**src/rtl/fetch_seq_pkg.sv**
```systemverilog
// Shared definitions for the instruction fetch sequencer: FSM state encoding,
// instruction size and the redirect alignment helper.
package fetch_seq_pkg;

  localparam int unsigned INSTR_BYTES = 4;

  localparam logic [2:0] ST_IDLE  = 3'd0;
  localparam logic [2:0] ST_REQ   = 3'd1;
  localparam logic [2:0] ST_WAIT  = 3'd2;
  localparam logic [2:0] ST_HOLD  = 3'd3;
  localparam logic [2:0] ST_DROP  = 3'd4;
  localparam logic [2:0] ST_FAULT = 3'd5;

  typedef enum logic [2:0] {
    S_IDLE  = ST_IDLE,
    S_REQ   = ST_REQ,
    S_WAIT  = ST_WAIT,
    S_HOLD  = ST_HOLD,
    S_DROP  = ST_DROP,
    S_FAULT = ST_FAULT
  } fetch_state_e;

  function automatic logic addr_misaligned(input logic [1:0] i_lsb);
    return (i_lsb != 2'b00);
  endfunction

endpackage

```
**src/rtl/fetch_out_buf.sv**
```systemverilog
// Single-entry instruction output register with valid/ready handshake toward decode.
// A flush (redirect) wins over a load, and a load wins over a pop.
module fetch_out_buf #(
  parameter int unsigned ADDR_W = 32,
  parameter int unsigned DATA_W = 32
) (
  input  logic              clk,
  input  logic              async_rst_n,
  input  logic              i_en,
  input  logic              i_load,
  input  logic              i_flush,
  input  logic              i_pop,
  input  logic [DATA_W-1:0] i_data,
  input  logic [ADDR_W-1:0] i_addr,
  output logic              o_valid,
  output logic [DATA_W-1:0] o_data,
  output logic [ADDR_W-1:0] o_addr
);

  logic              r_valid;
  logic [DATA_W-1:0] r_data;
  logic [ADDR_W-1:0] r_addr;

  // Output word, its address and the valid flag; everything frozen when i_en is low.
  always_ff @(posedge clk or negedge async_rst_n) begin
    if (!async_rst_n) begin
      r_valid <= 1'b0;
      r_data  <= {DATA_W{1'b0}};
      r_addr  <= {ADDR_W{1'b0}};
    end else if (i_en) begin
      if (i_flush) begin
        r_valid <= 1'b0;
      end else if (i_load) begin
        r_valid <= 1'b1;
        r_data  <= i_data;
        r_addr  <= i_addr;
      end else if (i_pop) begin
        r_valid <= 1'b0;
      end else begin
        r_valid <= r_valid;
      end
    end
  end

  assign o_valid = r_valid;
  assign o_data  = r_data;
  assign o_addr  = r_addr;

endmodule

```
**src/rtl/fetch_sequencer.sv**
```systemverilog
// Instruction fetch sequencer: one outstanding imem request, redirect handling and
// response dropping. FETCH_SEQ_MISALIGN_TRAP_EN enables the misaligned-redirect trap.
module fetch_sequencer
  import fetch_seq_pkg::*;
#(
  parameter int unsigned                INSTR_ADDR_WIDTH = 32,
  parameter int unsigned                INSTR_WIDTH      = 32,
  parameter logic [INSTR_ADDR_WIDTH-1:0] RESET_VECTOR    = {INSTR_ADDR_WIDTH{1'b0}}
) (
  input  logic                        clk,
  input  logic                        async_rst_n,
  input  logic                        clk_en,
  input  logic                        stall,
  input  logic                        redirect_valid,
  input  logic [INSTR_ADDR_WIDTH-1:0] redirect_addr,
  output logic                        imem_req_valid,
  input  logic                        imem_req_ready,
  output logic [INSTR_ADDR_WIDTH-1:0] imem_req_addr,
  input  logic                        imem_rsp_valid,
  input  logic [INSTR_WIDTH-1:0]      imem_rsp_data,
  output logic                        instr_valid,
  input  logic                        instr_ready,
  output logic [INSTR_WIDTH-1:0]      instr_data,
  output logic [INSTR_ADDR_WIDTH-1:0] instr_addr,
  output logic                        misalign_fault
);

  localparam logic [INSTR_ADDR_WIDTH-1:0] PC_STEP = INSTR_ADDR_WIDTH'(INSTR_BYTES);

  fetch_state_e                r_state;
  fetch_state_e                w_state_next;
  fetch_state_e                w_resume;
  logic [INSTR_ADDR_WIDTH-1:0] r_pc;
  logic [INSTR_ADDR_WIDTH-1:0] w_pc_next;
  logic [INSTR_ADDR_WIDTH-1:0] r_req_addr;
  logic [INSTR_ADDR_WIDTH-1:0] w_redir_addr;
  logic                        r_req_valid;
  logic                        r_redir_pending;
  logic                        w_pending_next;
  logic                        r_misalign_fault;
  logic                        w_misalign;
  logic                        w_redir_ok;
  logic                        w_hs;
  logic                        w_capture;
  logic                        w_flush;

`ifdef FETCH_SEQ_MISALIGN_TRAP_EN
  assign w_redir_addr = redirect_addr;
  assign w_misalign   = redirect_valid & addr_misaligned(redirect_addr[1:0]);
`else
  assign w_redir_addr = redirect_addr & {{(INSTR_ADDR_WIDTH-2){1'b1}}, 2'b00};
  assign w_misalign   = 1'b0;
`endif

  assign w_redir_ok = redirect_valid & ~w_misalign;
  assign w_hs       = (r_state == S_REQ) & imem_req_ready;

  // Next-state, next-pc and output-buffer control; redirect outranks every other event.
  always_comb begin
    w_state_next   = r_state;
    w_pc_next      = r_pc;
    w_pending_next = r_redir_pending;
    w_capture      = 1'b0;
    w_flush        = redirect_valid;
    w_resume       = stall ? S_IDLE : S_REQ;
    if (w_misalign) begin
      w_state_next   = S_FAULT;
      w_pending_next = 1'b0;
    end else begin
      case (r_state)
        S_IDLE: begin
          if (w_redir_ok) begin
            w_pc_next = w_redir_addr;
          end else if (!stall) begin
            w_state_next = S_REQ;
          end else begin
            w_state_next = S_IDLE;
          end
        end
        S_REQ: begin
          // The address on the bus stays put; a redirect only retargets pc and
          // marks the in-flight fetch for dropping.
          if (w_hs) begin
            w_pending_next = 1'b0;
            if (w_redir_ok) begin
              w_pc_next    = w_redir_addr;
              w_state_next = S_DROP;
            end else if (r_redir_pending) begin
              w_state_next = S_DROP;
            end else begin
              w_pc_next    = r_pc + PC_STEP;
              w_state_next = S_WAIT;
            end
          end else if (w_redir_ok) begin
            w_pc_next      = w_redir_addr;
            w_pending_next = 1'b1;
          end else begin
            w_state_next = S_REQ;
          end
        end
        S_WAIT: begin
          if (w_redir_ok) begin
            w_pc_next    = w_redir_addr;
            w_state_next = imem_rsp_valid ? S_REQ : S_DROP;
          end else if (imem_rsp_valid) begin
            w_capture    = 1'b1;
            w_state_next = S_HOLD;
          end else begin
            w_state_next = S_WAIT;
          end
        end
        S_HOLD: begin
          if (w_redir_ok) begin
            w_pc_next    = w_redir_addr;
            w_state_next = w_resume;
          end else if (instr_ready) begin
            w_state_next = w_resume;
          end else begin
            w_state_next = S_HOLD;
          end
        end
        S_DROP: begin
          if (w_redir_ok) begin
            w_pc_next = w_redir_addr;
          end else begin
            w_pc_next = r_pc;
          end
          if (imem_rsp_valid) begin
            w_state_next = w_resume;
          end else begin
            w_state_next = S_DROP;
          end
        end
        S_FAULT: begin
          if (w_redir_ok) begin
            w_pc_next    = w_redir_addr;
            w_state_next = w_resume;
          end else begin
            w_state_next = S_FAULT;
          end
        end
        default: begin
          w_state_next   = S_IDLE;
          w_pending_next = 1'b0;
        end
      endcase
    end
  end

  // FSM, pc, request register and fault pulse; the request address is latched only on entry to REQ.
  always_ff @(posedge clk or negedge async_rst_n) begin
    if (!async_rst_n) begin
      r_state          <= S_IDLE;
      r_pc             <= RESET_VECTOR;
      r_req_addr       <= RESET_VECTOR;
      r_req_valid      <= 1'b0;
      r_redir_pending  <= 1'b0;
      r_misalign_fault <= 1'b0;
    end else if (clk_en) begin
      r_state          <= w_state_next;
      r_pc             <= w_pc_next;
      r_redir_pending  <= w_pending_next;
      r_req_valid      <= (w_state_next == S_REQ);
      r_misalign_fault <= w_misalign;
      if ((w_state_next == S_REQ) && (r_state != S_REQ)) begin
        r_req_addr <= w_pc_next;
      end else begin
        r_req_addr <= r_req_addr;
      end
    end
  end

  fetch_out_buf #(
    .ADDR_W (INSTR_ADDR_WIDTH),
    .DATA_W (INSTR_WIDTH)
  ) u_out_buf (
    .clk         (clk),
    .async_rst_n (async_rst_n),
    .i_en        (clk_en),
    .i_load      (w_capture),
    .i_flush     (w_flush),
    .i_pop       (instr_ready),
    .i_data      (imem_rsp_data),
    .i_addr      (r_req_addr),
    .o_valid     (instr_valid),
    .o_data      (instr_data),
    .o_addr      (instr_addr)
  );

  assign imem_req_valid = r_req_valid;
  assign imem_req_addr  = r_req_addr;
  assign misalign_fault = r_misalign_fault;

endmodule

```
**config.mk**
```make
export PLATFORM = sky130hd
export DESIGN_NAME = fetch_sequencer
export DESIGN_NICKNAME = d
export VERILOG_FILES = /design/src/rtl/fetch_seq_pkg.sv /design/src/rtl/fetch_out_buf.sv /design/src/rtl/fetch_sequencer.sv
export SDC_FILE = /design/constraint.sdc
export NUM_CORES = 1
export LEC_CHECK = 0
export CORE_MARGIN = 1.5
export CORE_UTILIZATION = 24
export CTS_BUF_LIST = sky130_fd_sc_hd__clkbuf_8
export DETAILED_ROUTE_END_ITERATION = 6
export GPL_TIMING_DRIVEN = 0
export SLEW_MARGIN = 20
export SYNTH_ARGS = -nofsm -noshare
export SYNTH_HDL_FRONTEND = slang
export SYNTH_SLANG_ARGS = --single-unit
```
**constraint.sdc**
```tcl
create_clock -name clk -period 2.1 [get_ports clk]
set_clock_uncertainty 0.05 [all_clocks]
set_input_delay 0.42 -clock clk [delete_from_list [all_inputs] [get_ports clk]]
set_output_delay 0.42 -clock clk [all_outputs]
set_load 0.05 [all_outputs]
```
# [Yosys cells after proc, flatten, opt, wreduce, memory -nomap -nowiden]
# Index checks and enable logic that the tools add are counted.
[word_totals] ff_bits=134 latch_bits=0 ram_bits=0 mem_bits_ro=0 out_inout_bits=99 word_cells=56 n_memories=0
[op_classes] n_addsub=1 multipliers=0 div=0 magnitude_cmp=0 eq_ne=8 shifts=0 muxes=28 n_bitwise=3 reduce_logical=8
[op_table] operator="32-bit 2-to-1 mux" count=4
[op_table] operator="32-bit case mux with 2 select lines" count=1
[op_table] operator="3-bit 2-to-1 mux" count=11
[op_table] operator="32-bit by 3-bit adder with 32-bit output (second input constant)" count=1
[op_table] operator="3-bit case mux with 6 select lines" count=1
[op_table] operator="1-bit 2-to-1 mux" count=10
[op_table] operator="3-bit by 1-bit == test with 1-bit output (second input constant)" count=2
[op_table] operator="3-bit by 2-bit == test with 1-bit output (second input constant)" count=2
[op_table] operator="3-bit == test (second input constant)" count=2
[op_table] operator="3-bit AND reduction" count=2
[op_table] operator="5-bit OR reduction" count=1
[op_table] operator="2-bit AND reduction" count=2
[op_table] operator="3-bit logical NOT" count=1
[op_table] operator="3-bit by 1-bit inequality test with 1-bit output (second input constant)" count=1
[op_table] operator="3-bit inequality test (second input constant)" count=1
[op_table] operator="3-bit nonzero test" count=1
[op_table] operator="1-bit inverter" count=2
[op_table] operator="1-bit case mux with 2 select lines" count=1
[op_table] operator="1-bit bitwise AND" count=1
[op_table] operator="1-bit logical AND" count=1

# [Logic depth before layout (Yosys ltp)]
[logic_depth] ltp_word=7 ltp_mapped=9

# [Hierarchy]
# From an unflattened synthesis, not the netlist that was laid out.
[hier_totals] cells_unflattened=617 area_unflattened_um2=7089.3
[by_module_without_submodules] mod="fetch_sequencer" n_inst=1 cells_each=477 area_per_inst_um2=4359.2
[by_module_without_submodules] mod="fetch_out_buf" n_inst=1 cells_each=140 area_per_inst_um2=2730.1

# [Least setup slack after synthesis]
# No wires, ideal clock.
[synth_timing] path_type="reg-to-reg" from="reg r_state[2]" to="reg r_req_addr[21], in the netlist imem_req_addr[21]" setup_time_ns=0.127 arrival_ns=1.991 required_time_ns=1.923 slack_ns=-0.068 stages_incl_launch_ff=8 n_path_buf=2 synth_period_minus_slack_ns=2.168 cell_sequence="dfrtp_1 -> buf_6 -> nand4bb_1 -> buf_6 -> nor4_4 -> xor2_1 -> mux2_1 -> mux2_1"
[synth_via] elab_chain_cells=7
[synth_lines] item="start, declared" line_no="fetch_sequencer.sv:30" rtl="fetch_state_e r_state;"
[synth_lines] item="start signal, assigned" line_no="fetch_sequencer.sv:160" rtl="r_state <= w_state_next;"
[synth_lines] item="3-bit by 1-bit == test with 1-bit output" line_no="fetch_sequencer.sv:56, fetch_sequencer.sv:70"
[synth_lines] item="1-bit bitwise AND" line_no="fetch_sequencer.sv:56" rtl="assign w_hs = (r_state == S_REQ) & imem_req_ready;"
[synth_lines] item="3-bit 2-to-1 mux" line_no="fetch_sequencer.sv:83" rtl="if (w_hs) begin"
[synth_lines] item="3-bit case mux with 6 select lines" line_no="fetch_sequencer.sv:70" rtl="case (r_state)"
[synth_lines] item="3-bit by 1-bit == test with 1-bit output" line_no="fetch_sequencer.sv:165" rtl="if ((w_state_next == S_REQ) && (r_state != S_REQ)) begin"
[synth_lines] item="1-bit logical AND" line_no="fetch_sequencer.sv:165"
[synth_lines] item="2-bit AND reduction (no source line)"
[synth_lines] item="end signal, assigned" line_no="fetch_sequencer.sv:166" rtl="r_req_addr <= w_pc_next;"
[synth_lines] item="end signal, assigned" line_no="fetch_sequencer.sv:168" rtl="r_req_addr <= r_req_addr;"
[synth_lines] item="end, declared" line_no="fetch_sequencer.sv:35" rtl="logic [INSTR_ADDR_WIDTH-1:0] r_req_addr;"
# Parallel ways exist; a longest one is shown, timed or not.
# A chain may end at the register's enable or synchronous reset.

# [Worst setup path after layout]
# Same ends and word-level chain as after synthesis.

==> metrics.md <==
| Metric | Value |
|---|---|
| Outcome | `finished with violations` |
| Violated checks | `setup timing` |
| Top delay family on crit path | `multiplexers` |
| Async S/R FF share, synth | `100%` |
| Clk pin slew, worst setup/hold paths | `~90 ps` |
| Mapped Cells | `624` |
| Share of cells above drive strength 1 | `27.5%` |
| Root buffer cell | `clkbuf_8` |
| Number of distinct library cells after synthesis | `68` |
| Final worst slack | `-51.4 ps` |
| Standard-cell rows | `60` |
| Startpoint types | `register` |
| Mapped cell area | `between 6000 and 7000 sq um` |
| Syn-to-layout area delta | `47.4%` |
| Chip Width | `about 170 microns` |
| Number of nets with antenna violations after detailed routing | `0` |
| PD cells | `approximately 1400 nW/um^2` |
| Worst EP arrival | `approximately 2400 ps` |
| Drt wl/cell | `~18 microns` |
| Slew Limit Headroom | `between 50% and 60%` |
| Antenna cell count | `0` |
| Critical Path Most Common Cell | `mux2_4` |
| RSZ-0062 raised after global routing | `true` |
| Routability congestion estimate | `just over 0.9` |
| Port bufs | `166` |
| Via count | `between 5000 and 6000` |
| Die footprint | `approximately 29000 sq um` |
| Vias in the first global route | `between 5000 and 6000` |
| P_leak | `just under 5 nW` |
| GR met2 Demand/Resource | `23.4%` |
| Setup Viol. Count Final | `1` |
| Synthesis-stage register bit count | `roughly 130` |
| Worst path required time | `2390 ps` |
| Setup_tns | `-51.4 ps` |
| Gr usage total | `between 10% and 20%` |
| Remaining routing DRC violations | `0` |
| Most used DFF post-synth | `dfrtp_1` |
| First-pass GRT wire length | `about 33000 microns` |
| Effective utilization at floorplan | `between 20% and 30%` |
| TritonCTS clock tree | `built` |
| Synth Area per Inst | `10.6 sq um` |
| Hold Vio Cnt, Final | `0` |
| GRT Max-Usage Layer | `met2` |
| Clk Latency, worst-skew pair | `between 400 and 500 ps` |
| Final period util | `102%` |
| Fin. max-slew vios | `0` |
| Pin count of the biggest net entering global routing | `between 70 and 80` |
| Total power | `between 10 and 15 mW` |
| Max Clock Freq | `approximately 0.46 GHz` |
| Clock Path Buffers | `2` |
| Peak supply drop | `roughly 540 uV` |
| Number of antenna violations at the first check in global routing | `0` |
| Final global-route overflow total | `0` |
| Clock sinks | `around 130` |
| Slowest CP cell | `dfrtp_2` |
| M1 GR Usage | `roughly a fifth` |
| Worst path buffer plus inverter count | `3` |
| Critical setup path kind | `reg2reg` |
| Nets | `around 900` |
| Crit-path cells | `buf_6, nand4bb_4, buf_12, nor4_4, buf_4, xor2_1, mux2_4, mux2_4` |
| Initial DRC Count | `~540` |
| Die Span Y | `between 150 and 200 microns` |
| Core box area | `approximately 27000 sq um` |
| Max-cap violations | `0` |
| Met3 Use GR | `under 10%` |
| Fin Hold WS | `roughly 370 ps` |
| H-tree level count | `4` |
| Worst-path fanout max | `8` |
| Sequential share of the synthesized area | `around half` |
| Pre-antenna DRT Iters | `7` |
| Measured slew at the worst slew-check pin | `about 690 ps` |
| Worst setup EP type | `register` |
| Min-Delay Path Class | `in2reg` |
| Number of synthesized flops with an enable pin | `0` |
| Post-DP HPWL | `15400 microns` |
| Syn nets | `697` |
| Vias/cell | `a little under 5` |
| Min cycle time layout | `roughly 2200 ps` |
| Synth Warn # | `0` |
| CTS buffer count | `17` |
| CP peak stage delay | `around 440 ps` |
| Ports | `171` |
| Final wirelength | `around 22000 microns` |
## layer usage
layer	wire length, microns	up-vias	share of wire, %
met3	1940	29	8.8
met4	422	0	1.9
met2	9860	258	45
li1	-	2703	-
met5	0	-	0
met1	9800	2820	45
## registers in the layout, summed over array words and instances (netlist names)
register           cells
r_pc                  32
u_out_buf.o_valid      1
r_redir_pending        1
u_out_buf.o_addr      32
imem_req_addr         32
imem_req_valid         1
r_state                3
u_out_buf.o_data      32
## cell families after synthesis
| logic type | after synthesis | share of synthesized area [%] |
|---|---|---|
| AOI/OAI and AO/OA | 151 | 14.3 |
| and+or+nand+nor | 184 | 14.9 |
| DFF | 134 | 50.6 |
| adders and majority gates | 1 | 0.189 |
| buffers and inverters | 56 | 4.12 |
| muxes | 83 | 14.0 |
| xor gates and xnor gates | 14 | 1.85 |
| other | 1 | 0.0566 |
## timing repair
action	4_1_cts	5_1_grt
gates resized for setup	125	89
setup endpoints to repair	193	140
setup buffers	17	9
pin swaps	12	16
cloned	1	1
hold endpoints to repair	64	0
hold buffers	1	0
## cells in the final DEF (no fill, tap or decap), types with 8 or more instances in the layout
cell             synthesis  layout
a21oi_1                 31      28
a31oi_1                 12      12
and3_1                  14      12
buf_4                    2      32
buf_6                    4       8
clkbuf_4                 0       8
clkbuf_8                 0      18
clkdlybuf4s50_1          0      64
dfrtp_1                134     122
dfrtp_2                  0      12
dlygate4sd2_1            0      68
dlymetal6s2s_1           0      33
inv_1                   13      13
mux2_2                  62      62
mux2_4                   0      13
nand2_1                 53      48
nand3_1                 17      16
nand4_1                 14      14
nor2_1                  43      37
o21ai_0                 43      40
o21ai_1                  8      10
o22ai_1                 10      10
xnor2_1                 11      10
## area by class of cell
cell class	count	area, sq um
Clock inverter	15	194
Sequential cell	134	3370
Inverter	15	61.3
Buffer	39	317
Clock buffer	17	234
Fill cell	2700	17300
Tap cell	341	427
Multi-Input combinational cell	434	3220
Timing Repair Buffer	196	1950
## cell usage after synthesis, types with 7 or more instances
cell,number,share of area [%]
nand2_1,53,3.0
nor2_1,43,2.4
nand4_1,14,1.3
a31oi_1,12,1.1
o21ai_0,43,3.2
buf_2,19,1.4
clkbuf_1,13,0.74
a22oi_1,7,0.79
mux2_2,62,11
o22ai_1,10,0.94
a21oi_1,31,2.3
nand3_1,17,1.3
o21ai_1,8,0.60
and3_1,14,1.3
mux2_1,15,2.5
xnor2_1,11,1.5
o211ai_1,7,0.79
inv_1,13,0.74
and2_1,7,0.66
dfrtp_1,134,51
## metrics by stage
stage	std cells	utilization, %	instance area (sq um)	worst slack, ps
final	1191	36.1	9770	-51.4
after global routing	1191	36.1	9770	-106
after CTS	1182	34.9	9440	-42.9
after detailed placement	1132	32.4	8760	-1030
after global placement	1131	32.3	8720	-5370
after floorplan	624	-	6640	1.79
## final timing paths
kind	slack (ps)	cells after the start	startpoint	endpoint
max in group asynchronous	810	3	async_rst_n	u_out_buf.o_addr[25]
min	370	2	clk_en	r_pc[18]
min in group asynchronous	440	2	async_rst_n	u_out_buf.o_data[16]
max reg2reg	-50	8	r_state[2]	imem_req_addr[21]
min reg2reg	430	2	u_out_buf.o_addr[12]	u_out_buf.o_addr[12]
max	-50	8	r_state[2]	imem_req_addr[21]
## where the power goes
| group | internal [mW] | switching (mW) | total [mW] |
|---|---|---|---|
| combinational | 2.42 | 4.40 | 6.82 |
| sequential | 3.50 | 0.667 | 4.16 |
| clock | 1.21 | 1.18 | 2.38 |
| total | 7.12 | 6.25 | 13.4 |
Power figures use the tool's default switching activity.
